$ cat config.mk
export PLATFORM = sky130hd
export DESIGN_NAME = dcache_warmup_loader_flat
export DESIGN_NICKNAME = d
export VERILOG_FILES = /design/src/rtl/dcache_warmup_loader_if.sv /design/src/rtl/dcache_warmup_loader.sv /design/src/flat_wrapper.sv
export SDC_FILE = /design/constraint.sdc
export NUM_CORES = 1
export LEC_CHECK = 0
export CAP_MARGIN = 20
export CORE_AREA = 2 2 189 191
export DETAILED_ROUTE_END_ITERATION = 16
export DIE_AREA = 0 0 191 193
export SYNTH_ARGS = -nofsm -noshare
export SYNTH_HDL_FRONTEND = slang
export SYNTH_SLANG_ARGS = --single-unit
$ cat constraint.sdc
create_clock -name clk -period 2.44 [get_ports clk]
set_clock_uncertainty 0.2 [all_clocks]
set_input_delay 0.488 -clock clk [delete_from_list [all_inputs] [get_ports clk]]
set_output_delay 0.488 -clock clk [all_outputs]
set_load 0.02 [all_outputs]
$ cat src/rtl/dcache_warmup_loader_if.sv
// Checkpoint beat stream plus the tag/data SRAM RW0 write ports driven by the
// dcache warmup loader. The loader uses the master modport.
interface dcache_warmup_loader_if #(
    parameter int SETS     = 64,
    parameter int WAYS     = 4,
    parameter int ROWS     = 8,
    parameter int TAG_BITS = 22,
    parameter int ROW_BITS = 64
);
    localparam int SET_W   = (SETS > 1) ? $clog2(SETS) : 1;
    localparam int DADDR_W = (SETS * ROWS > 1) ? $clog2(SETS * ROWS) : 1;
    localparam int DMASK_W = WAYS * ROW_BITS / 8;

    logic                       in_valid;
    logic                       in_ready;
    logic [ROW_BITS-1:0]        in_data;

    logic [SET_W-1:0]           tag_addr;
    logic                       tag_en;
    logic                       tag_wmode;
    logic [TAG_BITS*WAYS-1:0]   tag_wdata;
    logic [WAYS-1:0]            tag_wmask;

    logic [DADDR_W-1:0]         data_addr;
    logic                       data_en;
    logic                       data_wmode;
    logic [ROW_BITS*WAYS-1:0]   data_wdata;
    logic [DMASK_W-1:0]         data_wmask;

    modport master (
        input  in_valid, in_data,
        output in_ready,
        output tag_addr, tag_en, tag_wmode, tag_wdata, tag_wmask,
        output data_addr, data_en, data_wmode, data_wdata, data_wmask
    );

    modport slave (
        output in_valid, in_data,
        input  in_ready,
        input  tag_addr, tag_en, tag_wmode, tag_wdata, tag_wmask,
        input  data_addr, data_en, data_wmode, data_wdata, data_wmask
    );
endinterface

$ cat src/rtl/dcache_warmup_loader.sv
// Streams a checkpoint image into the dcache tag and data SRAMs while holding
// the core in reset; releases the core once every tag and data row is written.
module dcache_warmup_loader #(
    parameter int SETS     = 64,
    parameter int WAYS     = 4,
    parameter int ROWS     = 8,
    parameter int TAG_BITS = 22,
    parameter int ROW_BITS = 64
) (
    input  logic                   clk,
    input  logic                   reset,
    input  logic                   start,
    dcache_warmup_loader_if.master bus,
    output logic                   busy,
    output logic                   done,
    output logic                   core_hold,
    output logic [11:0]            beat_count
);
    localparam int SET_W   = (SETS > 1) ? $clog2(SETS) : 1;
    localparam int WAY_W   = (WAYS > 1) ? $clog2(WAYS) : 1;
    localparam int ROW_W   = (ROWS > 1) ? $clog2(ROWS) : 1;
    localparam int DADDR_W = (SETS * ROWS > 1) ? $clog2(SETS * ROWS) : 1;
    localparam int BYTES   = ROW_BITS / 8;
    localparam int DMASK_W = WAYS * BYTES;

    typedef enum logic [1:0] {IDLE, TAG, DATA, DONE} state_t;

    state_t             state, state_next;
    logic [SET_W-1:0]   set_idx;
    logic [WAY_W-1:0]   way_idx;
    logic [ROW_W-1:0]   row_idx;
    logic               beat;
    logic               last_way, last_row, last_set;

    assign last_way = (way_idx == WAY_W'(WAYS - 1));
    assign last_row = (row_idx == ROW_W'(ROWS - 1));
    assign last_set = (set_idx == SET_W'(SETS - 1));

    always_ff @(posedge clk) begin
        if (reset) begin
            state      <= IDLE;
            set_idx    <= '0;
            way_idx    <= '0;
            row_idx    <= '0;
            beat_count <= '0;
        end else begin
            state <= state_next;
            if (beat) begin
                if (beat_count != 12'hFFF)
                    beat_count <= beat_count + 12'd1;
                way_idx <= last_way ? '0 : way_idx + WAY_W'(1);
                // Rows only exist in the data phase; the tag phase steps set directly.
                if (last_way) begin
                    if (state == DATA && !last_row) begin
                        row_idx <= row_idx + ROW_W'(1);
                    end else begin
                        row_idx <= '0;
                        set_idx <= last_set ? '0 : set_idx + SET_W'(1);
                    end
                end
            end
        end
    end

    always_comb begin
        state_next     = state;
        beat           = 1'b0;
        busy           = 1'b0;
        done           = 1'b0;
        core_hold      = 1'b1;
        bus.in_ready   = 1'b0;
        bus.tag_addr   = '0;
        bus.tag_en     = 1'b0;
        bus.tag_wmode  = 1'b0;
        bus.tag_wdata  = '0;
        bus.tag_wmask  = '0;
        bus.data_addr  = '0;
        bus.data_en    = 1'b0;
        bus.data_wmode = 1'b0;
        bus.data_wdata = '0;
        bus.data_wmask = '0;

        case (state)
            IDLE: begin
                if (start)
                    state_next = TAG;
            end
            TAG: begin
                bus.in_ready = 1'b1;
                busy         = 1'b1;
                beat         = bus.in_valid;
                if (beat) begin
                    bus.tag_en    = 1'b1;
                    bus.tag_wmode = 1'b1;
                    bus.tag_addr  = set_idx;
                    bus.tag_wdata = {WAYS{bus.in_data[TAG_BITS-1:0]}};
                    bus.tag_wmask = WAYS'(1) << way_idx;
                    if (last_way && last_set)
                        state_next = DATA;
                end
            end
            DATA: begin
                bus.in_ready = 1'b1;
                busy         = 1'b1;
                beat         = bus.in_valid;
                if (beat) begin
                    bus.data_en    = 1'b1;
                    bus.data_wmode = 1'b1;
                    bus.data_addr  = DADDR_W'(set_idx) * DADDR_W'(ROWS) + DADDR_W'(row_idx);
                    bus.data_wdata = {WAYS{bus.in_data}};
                    bus.data_wmask = DMASK_W'({BYTES{1'b1}}) << (way_idx * BYTES);
                    if (last_way && last_row && last_set)
                        state_next = DONE;
                end
            end
            DONE: begin
                done      = 1'b1;
                core_hold = 1'b0;
            end
            default: state_next = IDLE;
        endcase
    end
endmodule

$ cat src/flat_wrapper.sv
// flat-port wrapper written by rule: the top's interface ports become plain ports
module dcache_warmup_loader_flat 
#(
    parameter int SETS     = 64,
    parameter int WAYS     = 4,
    parameter int ROWS     = 8,
    parameter int TAG_BITS = 22,
    parameter int ROW_BITS = 64
)
  (clk, reset, start, busy, done, core_hold, beat_count, bus_in_valid, bus_in_data, bus_in_ready, bus_tag_addr, bus_tag_en, bus_tag_wmode, bus_tag_wdata, bus_tag_wmask, bus_data_addr, bus_data_en, bus_data_wmode, bus_data_wdata, bus_data_wmask);
  dcache_warmup_loader_if #(.SETS(SETS), .WAYS(WAYS), .ROWS(ROWS), .TAG_BITS(TAG_BITS), .ROW_BITS(ROW_BITS)) bus_i ();
  input  logic clk;
  input  logic reset;
  input  logic start;
  output logic busy;
  output logic done;
  output logic core_hold;
  output logic [11:0] beat_count;
  input wire logic [$bits(bus_i.in_valid)-1:0] bus_in_valid;
  input wire logic [$bits(bus_i.in_data)-1:0] bus_in_data;
  output wire logic [$bits(bus_i.in_ready)-1:0] bus_in_ready;
  output wire logic [$bits(bus_i.tag_addr)-1:0] bus_tag_addr;
  output wire logic [$bits(bus_i.tag_en)-1:0] bus_tag_en;
  output wire logic [$bits(bus_i.tag_wmode)-1:0] bus_tag_wmode;
  output wire logic [$bits(bus_i.tag_wdata)-1:0] bus_tag_wdata;
  output wire logic [$bits(bus_i.tag_wmask)-1:0] bus_tag_wmask;
  output wire logic [$bits(bus_i.data_addr)-1:0] bus_data_addr;
  output wire logic [$bits(bus_i.data_en)-1:0] bus_data_en;
  output wire logic [$bits(bus_i.data_wmode)-1:0] bus_data_wmode;
  output wire logic [$bits(bus_i.data_wdata)-1:0] bus_data_wdata;
  output wire logic [$bits(bus_i.data_wmask)-1:0] bus_data_wmask;
  assign bus_i.in_valid = bus_in_valid;
  assign bus_i.in_data = bus_in_data;
  assign bus_in_ready = bus_i.in_ready;
  assign bus_tag_addr = bus_i.tag_addr;
  assign bus_tag_en = bus_i.tag_en;
  assign bus_tag_wmode = bus_i.tag_wmode;
  assign bus_tag_wdata = bus_i.tag_wdata;
  assign bus_tag_wmask = bus_i.tag_wmask;
  assign bus_data_addr = bus_i.data_addr;
  assign bus_data_en = bus_i.data_en;
  assign bus_data_wmode = bus_i.data_wmode;
  assign bus_data_wdata = bus_i.data_wdata;
  assign bus_data_wmask = bus_i.data_wmask;
  dcache_warmup_loader #(.SETS(SETS), .WAYS(WAYS), .ROWS(ROWS), .TAG_BITS(TAG_BITS), .ROW_BITS(ROW_BITS)) u_core (.clk(clk), .reset(reset), .start(start), .bus(bus_i), .busy(busy), .done(done), .core_hold(core_hold), .beat_count(beat_count));
endmodule
==> flow_summary.yaml <==
outcome:
  status: "completed"
place:
  dp_cells: 1238
  hpwl_um: 16300
  dp_slack_ns: -0.308
  gp_congestion: 0.755
  port_buffers: 482
  placed_cell_area_um2: 7780
floorplan:
  ios: 483
  dieArea_um2: 36900
  start_util_pct: 12.4
  die_h_um: 193
  rows: 69
  design.core.area_um2: 35000
  dieWidth_um: 191
sta:
  timing.slew.headroom_pct: 62.4
  fmaxAchievable_ghz: 0.419
  rsz0062_at_grt: "true"
  fin_setup_tns_ns: 0
  fin_crit_ns: 2.39
  layout_setup_ws_ns: 0.0535
  fin_hold_ws_ns: 0.278
  hold_violations: 0
  final-setup-viol-count: 0
  final_max_slew_viol_count: 0
  tightest_slew_ns: 0.559
  fin_crit_sh_pct: 97.8
synth:
  syn-num-nets: 663
  synthFlopType: "dfxtp_1"
  synth_compound_gate_area_share_pct: 4.69
  synth_edf_count: 0
  async_flop_share_pct: 0
  synth_xor_area_share_pct: 1.61
  synth-simple-area-share_pct: 24.5
  synthesis.area_um2: 4350
  ys_ff_latch: 25
  yosysSeqAreaShare_pct: 11.5
  yosys_warnings: 0
  synthCells: 582
  syn_avg_cell_area_um2: 7.47
  synth-adder-area-share_pct: 3.74
  synth_top_family_by_area: "buffers and inverters"
  synth_cell_types: 39
  synth.area.mux_share_pct: 0.230
grt:
  grt_max_degree: 61
  antenna_found_initial: 2
  track_usage_pct: 8.93
  grt-ovfl-total: 0
  grt_first_pass_wirelength_um: 25300
  grt_pass1_vias: 3835
setup_path:
  arrival_ns: 1.70
  rr_worst_depth: 8
  crit_fanout: 16
  crit_required_ns: 1.75
  crit_type: "flip-flop to output port"
  r2r-start: "u_core.state[0]"
  rrSetupSlack_ns: 0.13
  crit_path_end_kind: "output port"
  regToRegEndpoint: "u_core.state[1]"
  endpoint: "bus_data_wdata[107]"
  start_kind: "flip-flop"
  cp-startpoint: "u_core.state[0]"
cells_and_area:
  design_area_um2: 6630
  finish.utilization_pct: 19.0
  syn2layout_area_growth_pct: 52.5
  multi_input_area_um2: 1610
  fillers: 4046
  mostFrequentLayoutCells: "clkbuf_2 (274), clkdlybuf4s50_1 (80), and3_1 (78)"
  nets: 865
  regArea_um2: 502
  finalNonFillerCells: 1246
  final_common_cell: "clkbuf_2"
  layout-drive-gt1-share_pct: 53.3
power:
  vdd_drop_max_mv: 0.354
  power.switching_mw: 2.19
  switching_share_pct: 53.5
  power_density_nw_per_um2: 617
  p_clk_share_pct: 9.0
  internal_power_mw: 1.90
  seq_power_share_pct: 11.9
  power_frac_comb_pct: 79.1
  power_mw: 4.09
  leakagePower_nw: 3.71
cts:
  cts_tree: "built"
  cts_buffers: 3
  cts_sinks: 25
  clockBufferDepth: 2
  clk_latency_ns: 0.26
  clk_pin_slew_worst_paths_ns: 0.06
  cts-root-buf: "clkbuf_16"
  postCtsHoldBufs: 0
  cts_max_level: 1
routing:
  drt_first_pass_iters: 4
  drtAntennaViolNets: 0
  drt-initial-drc-count: 85
  wl_per_cell_um: 15.8
  routed_wl_um: 19700
  vias: 4333
  drc: 0
  viasPerCell: 3.48
flow_run:
  maxCapViolCount: 0
min_path:
  worstHoldPathType: "flip-flop to flip-flop"
-- repair_timing --
| item | CTS | global route |
|---|---|---|
| gates cloned | 0 | 1 |
| resized for setup | 577 | 540 |
| pin swaps | 0 | 1 |
| endpoints found under the setup margin | 395 | 369 |
| hold endpoints to repair | 0 | 0 |
| setup buffers | 0 | 1 |
-- worst max-delay path, cell delays in order (launching register included) --
cell	delay [ns]
dfxtp_1	0.32
inv_1	0.11
ha_4	0.19
buf_12	0.16
buf_4	0.12
and3_1	0.20
clkdlybuf4s15_1	0.32
-- cell families (layout without fill, tap and decap cells) --
logic type,count (synthesis),in the layout
muxes,1,1
buffers and inverters,330,531
DFF,25,25
adders and majority gates,13,13
AOI/OAI and AO/OA,33,33
other,0,2
xor gates and xnor gates,8,8
and+or+nand+nor,172,172
-- registers in the layout (all words and copies together) (netlist names) --
name               cells
u_core.set_idx         6
u_core.state           2
u_core.row_idx         3
u_core.way_idx         2
u_core.beat_count     12
-- how the worst min path moves through the flow --
stage,slack (ns),end,from,cells past startpoint
floorplan,0.24,u_core.row_idx[1],u_core.row_idx[1],2
global placement,0.27,u_core.row_idx[1],u_core.row_idx[1],2
detailed placement,0.27,u_core.row_idx[1],u_core.row_idx[1],2
CTS,0.28,u_core.row_idx[1],u_core.row_idx[1],2
global route,0.31,u_core.row_idx[1],u_core.row_idx[1],2
finish,0.28,u_core.row_idx[1],u_core.row_idx[1],2
-- layout make-up --
cell class                 instances  area share, %
inverter                          11          0.623
timing repair buffer             516           57.6
antenna                            2         0.0755
tap                              461           8.70
clock buffer                       4           1.19
multi-input combinational        227           24.2
sequential                        25           7.57
-- layer usage --
metal | track usage (%) | wire, um | up-vias
li1 | - | - | 2051
met1 | 11.5 | 8280 | 2080
met2 | 16.4 | 10000 | 194
met3 | 0.814 | 1270 | 8
met4 | 1.34 | 115 | 0
met5 | 0 | 0 | -
-- synthesized netlist by cell type, types with 2 or more instances --
master,n,area (um^2)
ha_1,13,163
clkbuf_1,27,101
nand2_1,8,30.0
buf_4,289,2170
and4b_1,2,20.0
o31ai_1,3,22.5
o21ai_0,6,30.0
nor2_1,11,41.3
a31oi_1,2,12.5
or3_1,4,25.0
dfxtp_1,25,500
and2_1,2,12.5
or4_1,3,22.5
nor4b_1,3,26.3
a211oi_1,3,22.5
xnor2_1,7,61.3
nand3_1,9,45.0
nor3b_1,4,30.0
and4_1,3,26.3
nor3_1,5,25.0
and3_1,113,707
inv_1,11,41.3
a21o_1,2,15.0
a21oi_1,12,60.1
-- power by group through the flow --
stage	clock network, mW	registers (mW)	logic (mW)
after CTS	0.377	0.487	3.25
final	0.367	0.488	3.24
after floorplan	0	0.494	2.29
after global placement	0	0.490	3.62
after detailed placement	0	0.491	3.64
after global routing	0.393	0.494	3.45
Power figures use the tool's default switching activity.
